### src/rtl/bpm_step_controller.sv
// Debounced four-button BPM stepper with arbitration and range-guarded shadow BPM.
// Hold-to-repeat is built only when BPM_AUTO_REPEAT_EN is defined.
module bpm_step_controller #(
    parameter int DEBOUNCE_CYCLES = 500000,
    parameter int REPEAT_DELAY    = 25000000,
    parameter int REPEAT_PERIOD   = 5000000,
    parameter int BPM_MIN         = 30,
    parameter int BPM_MAX         = 300,
    parameter int BPM_RESET       = 120
) (
    input  logic       i_clk,
    input  logic       i_reset,
    input  logic [3:0] i_btn_raw,
    output logic       o_btn_plus_1,
    output logic       o_btn_plus_5,
    output logic       o_btn_minus_1,
    output logic       o_btn_minus_5,
    output logic [8:0] o_bpm,
    output logic       o_limit
);

    localparam int DW = (DEBOUNCE_CYCLES > 1) ? $clog2(DEBOUNCE_CYCLES) : 1;
    localparam logic [DW-1:0] DB_LAST = DW'(DEBOUNCE_CYCLES - 1);

    localparam logic signed [9:0] BPM_MIN_S = 10'(BPM_MIN);
    localparam logic signed [9:0] BPM_MAX_S = 10'(BPM_MAX);

`ifdef BPM_AUTO_REPEAT_EN
    localparam int RMAX = (REPEAT_DELAY > REPEAT_PERIOD) ? REPEAT_DELAY : REPEAT_PERIOD;
    localparam int RW   = (RMAX > 1) ? $clog2(RMAX) : 1;
    localparam logic [RW-1:0] RD_LAST = RW'(REPEAT_DELAY - 1);
    localparam logic [RW-1:0] RP_LAST = RW'(REPEAT_PERIOD - 1);
`endif

    typedef enum logic [2:0] {
        ST_IDLE,
        ST_FIRE,
        ST_RELEASE
`ifdef BPM_AUTO_REPEAT_EN
        ,
        ST_HOLD,
        ST_REPEAT
`endif
    } state_e;

    logic [3:0]    sync1_q;
    logic [3:0]    sync2_q;
    logic [3:0]    deb_q;
    logic [3:0]    deb_prev_q;
    logic [3:0]    press_q;
    logic [DW-1:0] db_cnt_q [4];

    state_e        state_q;
    logic [1:0]    owner_q;
    logic [8:0]    bpm_q;
    logic [3:0]    pulse_q;
    logic          limit_q;
`ifdef BPM_AUTO_REPEAT_EN
    logic [RW-1:0] rpt_q;
`endif

    logic [1:0]        step_sel;
    logic signed [9:0] step_delta;
    logic signed [9:0] cand;
    logic              in_range;
    logic              owned_held;
    logic              attempt;

    always_ff @(posedge i_clk or posedge i_reset) begin
        if (i_reset) begin
            sync1_q <= '0;
            sync2_q <= '0;
        end else begin
            sync1_q <= i_btn_raw;
            sync2_q <= sync1_q;
        end
    end

    // Counter only advances while synced and debounced levels disagree.
    always_ff @(posedge i_clk or posedge i_reset) begin
        if (i_reset) begin
            deb_q <= '0;
            for (int i = 0; i < 4; i++) begin
                db_cnt_q[i] <= '0;
            end
        end else begin
            for (int i = 0; i < 4; i++) begin
                if (sync2_q[i] == deb_q[i]) begin
                    db_cnt_q[i] <= '0;
                end else if (db_cnt_q[i] == DB_LAST) begin
                    deb_q[i]    <= sync2_q[i];
                    db_cnt_q[i] <= '0;
                end else begin
                    db_cnt_q[i] <= db_cnt_q[i] + 1'b1;
                end
            end
        end
    end

    always_ff @(posedge i_clk or posedge i_reset) begin
        if (i_reset) begin
            deb_prev_q <= '0;
            press_q    <= '0;
        end else begin
            deb_prev_q <= deb_q;
            press_q    <= deb_q & ~deb_prev_q;
        end
    end

    always_comb begin
        step_sel = owner_q;
        if (state_q == ST_IDLE) begin
            if (press_q[0]) begin
                step_sel = 2'd0;
            end else if (press_q[1]) begin
                step_sel = 2'd1;
            end else if (press_q[2]) begin
                step_sel = 2'd2;
            end else if (press_q[3]) begin
                step_sel = 2'd3;
            end
        end
    end

    always_comb begin
        step_delta = 10'sd1;
        unique case (step_sel)
            2'd0: step_delta = 10'sd1;
            2'd1: step_delta = 10'sd5;
            2'd2: step_delta = -10'sd1;
            2'd3: step_delta = -10'sd5;
        endcase
    end

    assign cand       = $signed({1'b0, bpm_q}) + step_delta;
    assign in_range   = (cand >= BPM_MIN_S) && (cand <= BPM_MAX_S);
    assign owned_held = deb_q[owner_q];

    // Release has precedence over a repeat falling due in the same cycle.
    always_comb begin
        attempt = 1'b0;
        unique case (state_q)
            ST_IDLE:    attempt = |press_q;
`ifdef BPM_AUTO_REPEAT_EN
            ST_HOLD:    attempt = owned_held && (rpt_q == RD_LAST);
            ST_REPEAT:  attempt = owned_held && (rpt_q == RP_LAST);
`endif
            default:    attempt = 1'b0;
        endcase
    end

    always_ff @(posedge i_clk or posedge i_reset) begin
        if (i_reset) begin
            state_q <= ST_IDLE;
            owner_q <= '0;
            bpm_q   <= 9'(BPM_RESET);
            pulse_q <= '0;
            limit_q <= 1'b0;
`ifdef BPM_AUTO_REPEAT_EN
            rpt_q   <= '0;
`endif
        end else begin
            pulse_q <= '0;
            limit_q <= 1'b0;
            if (attempt) begin
                if (in_range) begin
                    pulse_q[step_sel] <= 1'b1;
                    bpm_q             <= cand[8:0];
                end else begin
                    limit_q <= 1'b1;
                end
            end
            unique case (state_q)
                ST_IDLE: begin
                    if (|press_q) begin
                        owner_q <= step_sel;
                        state_q <= ST_FIRE;
`ifdef BPM_AUTO_REPEAT_EN
                        rpt_q   <= '0;
`endif
                    end
                end
                ST_FIRE: begin
`ifdef BPM_AUTO_REPEAT_EN
                    rpt_q   <= rpt_q + 1'b1;
                    state_q <= ST_HOLD;
`else
                    state_q <= ST_RELEASE;
`endif
                end
`ifdef BPM_AUTO_REPEAT_EN
                ST_HOLD: begin
                    if (!owned_held) begin
                        state_q <= ST_RELEASE;
                    end else if (rpt_q == RD_LAST) begin
                        rpt_q   <= '0;
                        state_q <= ST_REPEAT;
                    end else begin
                        rpt_q <= rpt_q + 1'b1;
                    end
                end
                ST_REPEAT: begin
                    if (!owned_held) begin
                        state_q <= ST_RELEASE;
                    end else if (rpt_q == RP_LAST) begin
                        rpt_q <= '0;
                    end else begin
                        rpt_q <= rpt_q + 1'b1;
                    end
                end
`endif
                ST_RELEASE: begin
                    if (deb_q == 4'b0000) begin
                        state_q <= ST_IDLE;
                    end
                end
                default: state_q <= ST_IDLE;
            endcase
        end
    end

    assign o_btn_plus_1  = pulse_q[0];
    assign o_btn_plus_5  = pulse_q[1];
    assign o_btn_minus_1 = pulse_q[2];
    assign o_btn_minus_5 = pulse_q[3];
    assign o_bpm         = bpm_q;
    assign o_limit       = limit_q;

endmodule
### config.mk
export PLATFORM = sky130hd
export DESIGN_NAME = bpm_step_controller
export DESIGN_NICKNAME = d
export VERILOG_FILES = /design/src/rtl/bpm_step_controller.sv
export SDC_FILE = /design/constraint.sdc
export NUM_CORES = 1
export LEC_CHECK = 0
export CORE_ASPECT_RATIO = 1.25
export CORE_MARGIN = 1.5
export CORE_UTILIZATION = 55
export DETAILED_ROUTE_END_ITERATION = 16
export GPL_ROUTABILITY_DRIVEN = 0
export GPL_TIMING_DRIVEN = 0
export HOLD_SLACK_MARGIN = 0.05
export PLACE_DENSITY = 0.73
export SETUP_SLACK_MARGIN = 0.3
export SLEW_MARGIN = 20
export SYNTH_ARGS = -nofsm -noshare
export SYNTH_HDL_FRONTEND = slang
export SYNTH_SLANG_ARGS = --single-unit
### constraint.sdc
create_clock -name i_clk -period 10.96 [get_ports i_clk]
set_input_delay 1.644 -clock i_clk [delete_from_list [all_inputs] [get_ports i_clk]]
set_output_delay 1.644 -clock i_clk [all_outputs]
set_load 0.01 [all_outputs]
==> metrics.cfg <==
[outcome]
status=completed

[synthesis]
synth_fp_nets=552
yosys.area.top_type_share_pct=50.30
synth_edf_count=0
yosysSeqAreaShare_pct=52.22
synth_top_area_cell=dfrtp_1
netlist_instances=534
synth_area_leaders=dfrtp_1 50%, xor2_1 8.3%, nor2_1 6.7%
ys_seq_elements=114
yosysWarnings=0
netlist_area_um2=5473
syn_avg_cell_area_um2=10.25
synth_cell_types=55
synth_top_flop_cell=dfrtp_1
ys_async_sr_fraction_pct=100.0

[sta]
slew_headroom_pct=61.54
rsz0062_at_grt=false
slew_violations=0
worst_pin_slew_ns=0.5707
hold_viol=0
period_share_pct=40.58
fmax_mhz=224.8
final.setup.tns_ns=0
setup_viol=0
layout_min_cycle_time_ns=4.448
skew_ns=0.006413
layout_setup_ws_ns=6.512

[final_layout]
fin_area_um2=6374
diodes=0
fin_util_pct=65.98
fillers=723
drive_above_1_share_pct=9.386
fin_nets=591
syn_to_final_growth_pct=16.46

[clocking]
cts_sinks=114
cts_tree=built
clk_pin_slew_ns=0.05
cts_root_buf=clkbuf_16
cts_setup_buffers=0
numCtsBuffers=17
cts.htree.levels=4
cts.repair.resized=0
cts.path.max_buffers=2
clk_latency_ns=0.41
ctsHoldBuffers=0

[pwr]
powerDensity_nw_per_um2=146.7
p_leak_nw=2.823
ir_worst_vdd_mv=0.1042

[setup_path]
reg2reg_slack_ns=6.51
ff2ff_path_depth=16
arrival_ns=4.74
startpoint_type=register
path_class=register to register
worstPathMaxFanout=10
endpoint_kind=register
r2r-start=state_q[0]
cp-startpoint=state_q[0]
crit_required_ns=11.25

[global_routing]
overflow=0
grt_start_max_net_pins=67
grt_pass1_vias=3969
grt_pass1_wl_um=17530
grt_usage_pct=21.15
antenna_found_initial=0

[worst_hold_path]
hold-path-cell-count=0
hp-class=register to register
hold_start=sync1_q[0]

[floorplan]
start_util_pct=56.66
placementRows=40
ios=20
die_area_um2=10560
die_height_um=114.5
die_x_um=92.22
core-area_um2=9659

[drt]
drc=0
via_count=3860
drt-pass1-iter-count=4
drt_iter0_markers=243
viasPerCell=5.421
antenna_left=0
wirelength_um=9608
detail_route.wl_per_cell_um=13.49

[placed_design]
placedInstanceArea_um2=5853
dp_hpwl_um=6442
portBuffers=19
place_ws_ns=6.537

[run]
drv_cap=0

-- cells by family after synthesis --
logic type	synth area share (%)
adder cells (fa/ha/maj)	2.743
AND/OR/NAND/NOR	21.33
XOR/XNOR	12.64
flip-flops	52.22
AO/OA/AOI/OAI	6.630
buffers and inverters	2.126
multiplexers	2.309
-- registers in the layout (all words and copies together), names as in the netlist, 4 cells and up --
| name | flops |
|---|---|
| db_cnt_q | 76 |
| o_bpm | 9 |
| deb_prev_q | 4 |
| deb_q | 4 |
| press_q | 4 |
| pulse_q | 4 |
| sync1_q | 4 |
| sync2_q | 4 |
-- final timing paths --
path / to
worst min register to register: sync2_q[0]
worst min-delay path: sync2_q[0]
worst max-delay path: o_bpm[1]
min in group asynchronous: sync1_q[0]
max in group asynchronous: o_bpm[5]
worst max register to register: o_bpm[1]
-- power by group --
part / internal, W / switching, W / leakage [nW]
Clock: 0.000303 / 0.000177 / 0.264
Sequential: 0.000427 / 0.00000437 / 1.55
Combinational: 0.00000767 / 0.0000163 / 1.01
-- final cells by class --
type / instances / area [um2] / area share, %
timing repair buffer: 20 / 217.7 / 3.416
clock buffer: 25 / 485.5 / 7.617
multi-input combinational: 391 / 2499 / 39.20
buffer: 14 / 60.06 / 0.9423
clock inverter: 7 / 35.03 / 0.5497
tap: 126 / 157.7 / 2.473
inverter: 15 / 61.31 / 0.9619
sequential: 114 / 2858 / 44.84
-- per-stage QoR --
| stage | cells | power (W) | hold slack (ns) |
|---|---|---|---|
| 5_1_grt | 712 | 0.0009730 | 0.3659 |
| 4_1_cts | 712 | 0.0009484 | 0.3541 |
| 3_5_place_dp | 680 | 0.0004627 | 0.3419 |
| 3_3_place_gp | 679 | 0.0004604 | 0.3337 |
| 6_report | 712 | 0.0009351 | 0.3497 |
| 2_1_floorplan | 534 | 0.0004537 | 0.3312 |
-- metal layers --
layer,routed length [um],up-vias,GRT usage [%]
li1,-,1910,-
met2,4931,61,36.40
met3,274,19,5.445
met1,4201,1870,24.65
met5,0,-,0
met4,200,0,10.05
-- cell usage after synthesis (all sizes together) (5+ instances only) --
| cell type | n |
|---|---|
| nor3 | 9 |
| and2 | 5 |
| xnor2 | 27 |
| ha | 12 |
| nand2 | 33 |
| clkbuf | 12 |
| nand3 | 34 |
| dfrtp | 110 |
| nand4 | 15 |
| mux2 | 9 |
| a21oi | 9 |
| inv | 15 |
| xor2 | 52 |
| and4 | 6 |
| nor2b | 7 |
| o21ai | 12 |
| nor4 | 10 |
| and3 | 9 |
| nor2 | 99 |
-- layout by cell type, fill, tap and decap left out, types with 6 or more instances in the layout --
cell type        count
nand2_1             33
xor2_1              52
nor3_1               9
nand3_1             34
dfrtp_1            110
xnor2_1             27
a21oi_1              8
inv_1               13
clkbuf_16           17
and4_1               6
and3_1               9
clkinv_2             7
nor2_1              98
clkbuf_1            17
o21ai_0             10
nand4_1             15
clkdlybuf4s50_1     19
nor2b_1              7
nor4_1              10
ha_1                12
-- worst max-delay path: stages, from the launching register on --
cell and delay, ns:
dfrtp_1 0.42, nor2_1 0.30, a21oi_1 0.16, o221a_2 0.29, inv_1 0.09, ha_1 0.14
clkbuf_1 0.30, nor2_4 0.13, xnor2_1 0.17, ha_1 0.25, a21o_1 0.23, a32oi_1 0.24
xor2_1 0.23, o31ai_1 0.15, a2111o_1 0.52, a21oi_4 0.39, mux2_4 0.33
No activity file was read; power rests on OpenSTA's default activity.
==> RTL change (same flow settings) <==
The parameter `DEBOUNCE_CYCLES` goes from 500000 to 125000.
--- a/src/rtl/bpm_step_controller.sv
+++ b/src/rtl/bpm_step_controller.sv
@@ -1,7 +1,7 @@
 // Debounced four-button BPM stepper with arbitration and range-guarded shadow BPM.
 // Hold-to-repeat is built only when BPM_AUTO_REPEAT_EN is defined.
 module bpm_step_controller #(
-    parameter int DEBOUNCE_CYCLES = 500000,
+    parameter int DEBOUNCE_CYCLES = 125000,
     parameter int REPEAT_DELAY    = 25000000,
     parameter int REPEAT_PERIOD   = 5000000,
     parameter int BPM_MIN         = 30,
Function: same outputs for any inputs over 10 cycles, from zero or initial values and one cycle with i_reset high; that may be too few to reach the edited logic, so the function may still have changed.
==> RTL change against the original RTL <==
- die area shrank 5.0%
- worst setup slack gained 0.33 ns
- global-route usage shrank 1.1 points
- sequential cell count shrank 8
- hold slack gained 0.0015 ns
- total power shrank 17%
- wire length shrank 4.0%
- final area shrank 7.5%
- area after synthesis shrank 5.2%
- sequential share of layout area grew 0.24 points
- non-clock buffer count grew 1
- fmax grew 8.0%
==> RTL change: results (changes against the original RTL) <==
| Metric | Value |
|---|---|
| Crit path largest cell delay | `0.37 ns (-0.15 ns)` |
| Multi-In Gates | `383 (-2.0%)` |
| Worst-skew pair later-pin latency | `0.34 ns (-0.07 ns)` |
| First-pass GRT wire length | `16.3 mm (-7.2%)` |
| DR vias/cell | `5.46 (+0.65%)` |
| Clock network area share | `5.60% (-2.6 points)` |
| Syn_area_per_cell | `10.0 um^2 (-2.3%)` |
| Max FFs per register | `68 (-11%)` |
| DP Wirelength | `6.43 mm (-0.23%)` |
| Initial drt markers | `175 (-28%)` |
| Final period utilization | `37.6% (-3.0 points)` |
| Share of cells above drive strength 1 | `9.39% (about the same)` |
| Crit path DAT | `4.34 ns (-0.40 ns)` |
| Non-clk buf share | `4.82% (+0.46 points)` |
| Layout Cells excl Fill | `677 (-4.9%)` |
| Reg-to-reg slack, setup | `6.84 ns (+0.33 ns)` |
| M1 GR Usage | `24.5% (-0.17 points)` |
| # clk buffers | `12 (-52%)` |
| Crit-path slowest cell | `mux2_2` |
| VDD IR-drop max | `0.000104 V (-0.20%)` |
| Run status | `finished, final reports clean` |
| Worst-margin pin slew | `0.511 ns (-0.0592 ns)` |
| Wire per inst | `13.6 um (+0.93%)` |
| Unique masters post-synth | `62 (+13%)` |
| Worst hold margin | `0.351 ns (+0.00153 ns)` |
| Post-synthesis net count | `536 (-2.9%)` |
| H-tree depth | `3 (-1)` |
-- RTL change: cell types whose count changed in the layout (fill, tap and decap cells not counted), moves of 5 or more --
cell / change
nand4_1: -11
clkbuf_16: -8
dfrtp_1: -8
xor2_1: -7
and4_1: -6
clkinv_2: -6
nor3_1: +6
and3_1: -5
-- RTL change: worst reg2reg max path: stages (launching register included) --
cell and delay (ns):
dfrtp_1 0.36, clkbuf_1 0.19, nor2_1 0.16, o21a_1 0.16, o32a_1 0.21, inv_1 0.08
ha_1 0.30, nor2_4 0.28, xnor2_1 0.13, ha_1 0.23, a21oi_1 0.29, nor3_2 0.10
nor3_1 0.35, o31ai_1 0.19, or2_1 0.30, a32oi_4 0.30, mux2_2 0.37
-- RTL change: path summary, 6_finish.rpt --
kind                            cells after the start          end
worst max-delay path                               16     o_bpm[1]
worst min-delay path                                0   sync2_q[0]
worst max register to register                     16     o_bpm[1]
worst min register to register                      0   sync2_q[0]
max in group asynchronous                           3     o_bpm[6]
min in group asynchronous                           2  db_cnt_q[1]
-- RTL change: where the power goes --
part           total, mW  internal (mW)  switching [mW]
Clock              0.349          0.213           0.136
Combinational     0.0226        0.00748          0.0151
Sequential         0.400          0.396         0.00366
Total              0.771          0.616           0.155
-- RTL change: cell families after synthesis --
logic type	count (synthesis)	synth area share [%]
compound gates	52	7.91
xor+xnor	71	12.0
fa+ha+maj	12	2.89
buf+inv	29	2.34
flops	106	51.2
mux	6	1.30
simple gates	242	22.4
-- RTL change: metal layers --
metal / share of wire, % / vias to the layer above / routed length [um]
li1: - / 1816 / -
met1: 45 / 1798 / 4140
met2: 51 / 61 / 4680
met3: 2.2 / 19 / 205
met4: 2.1 / 0 / 197
met5: 0 / - / 0
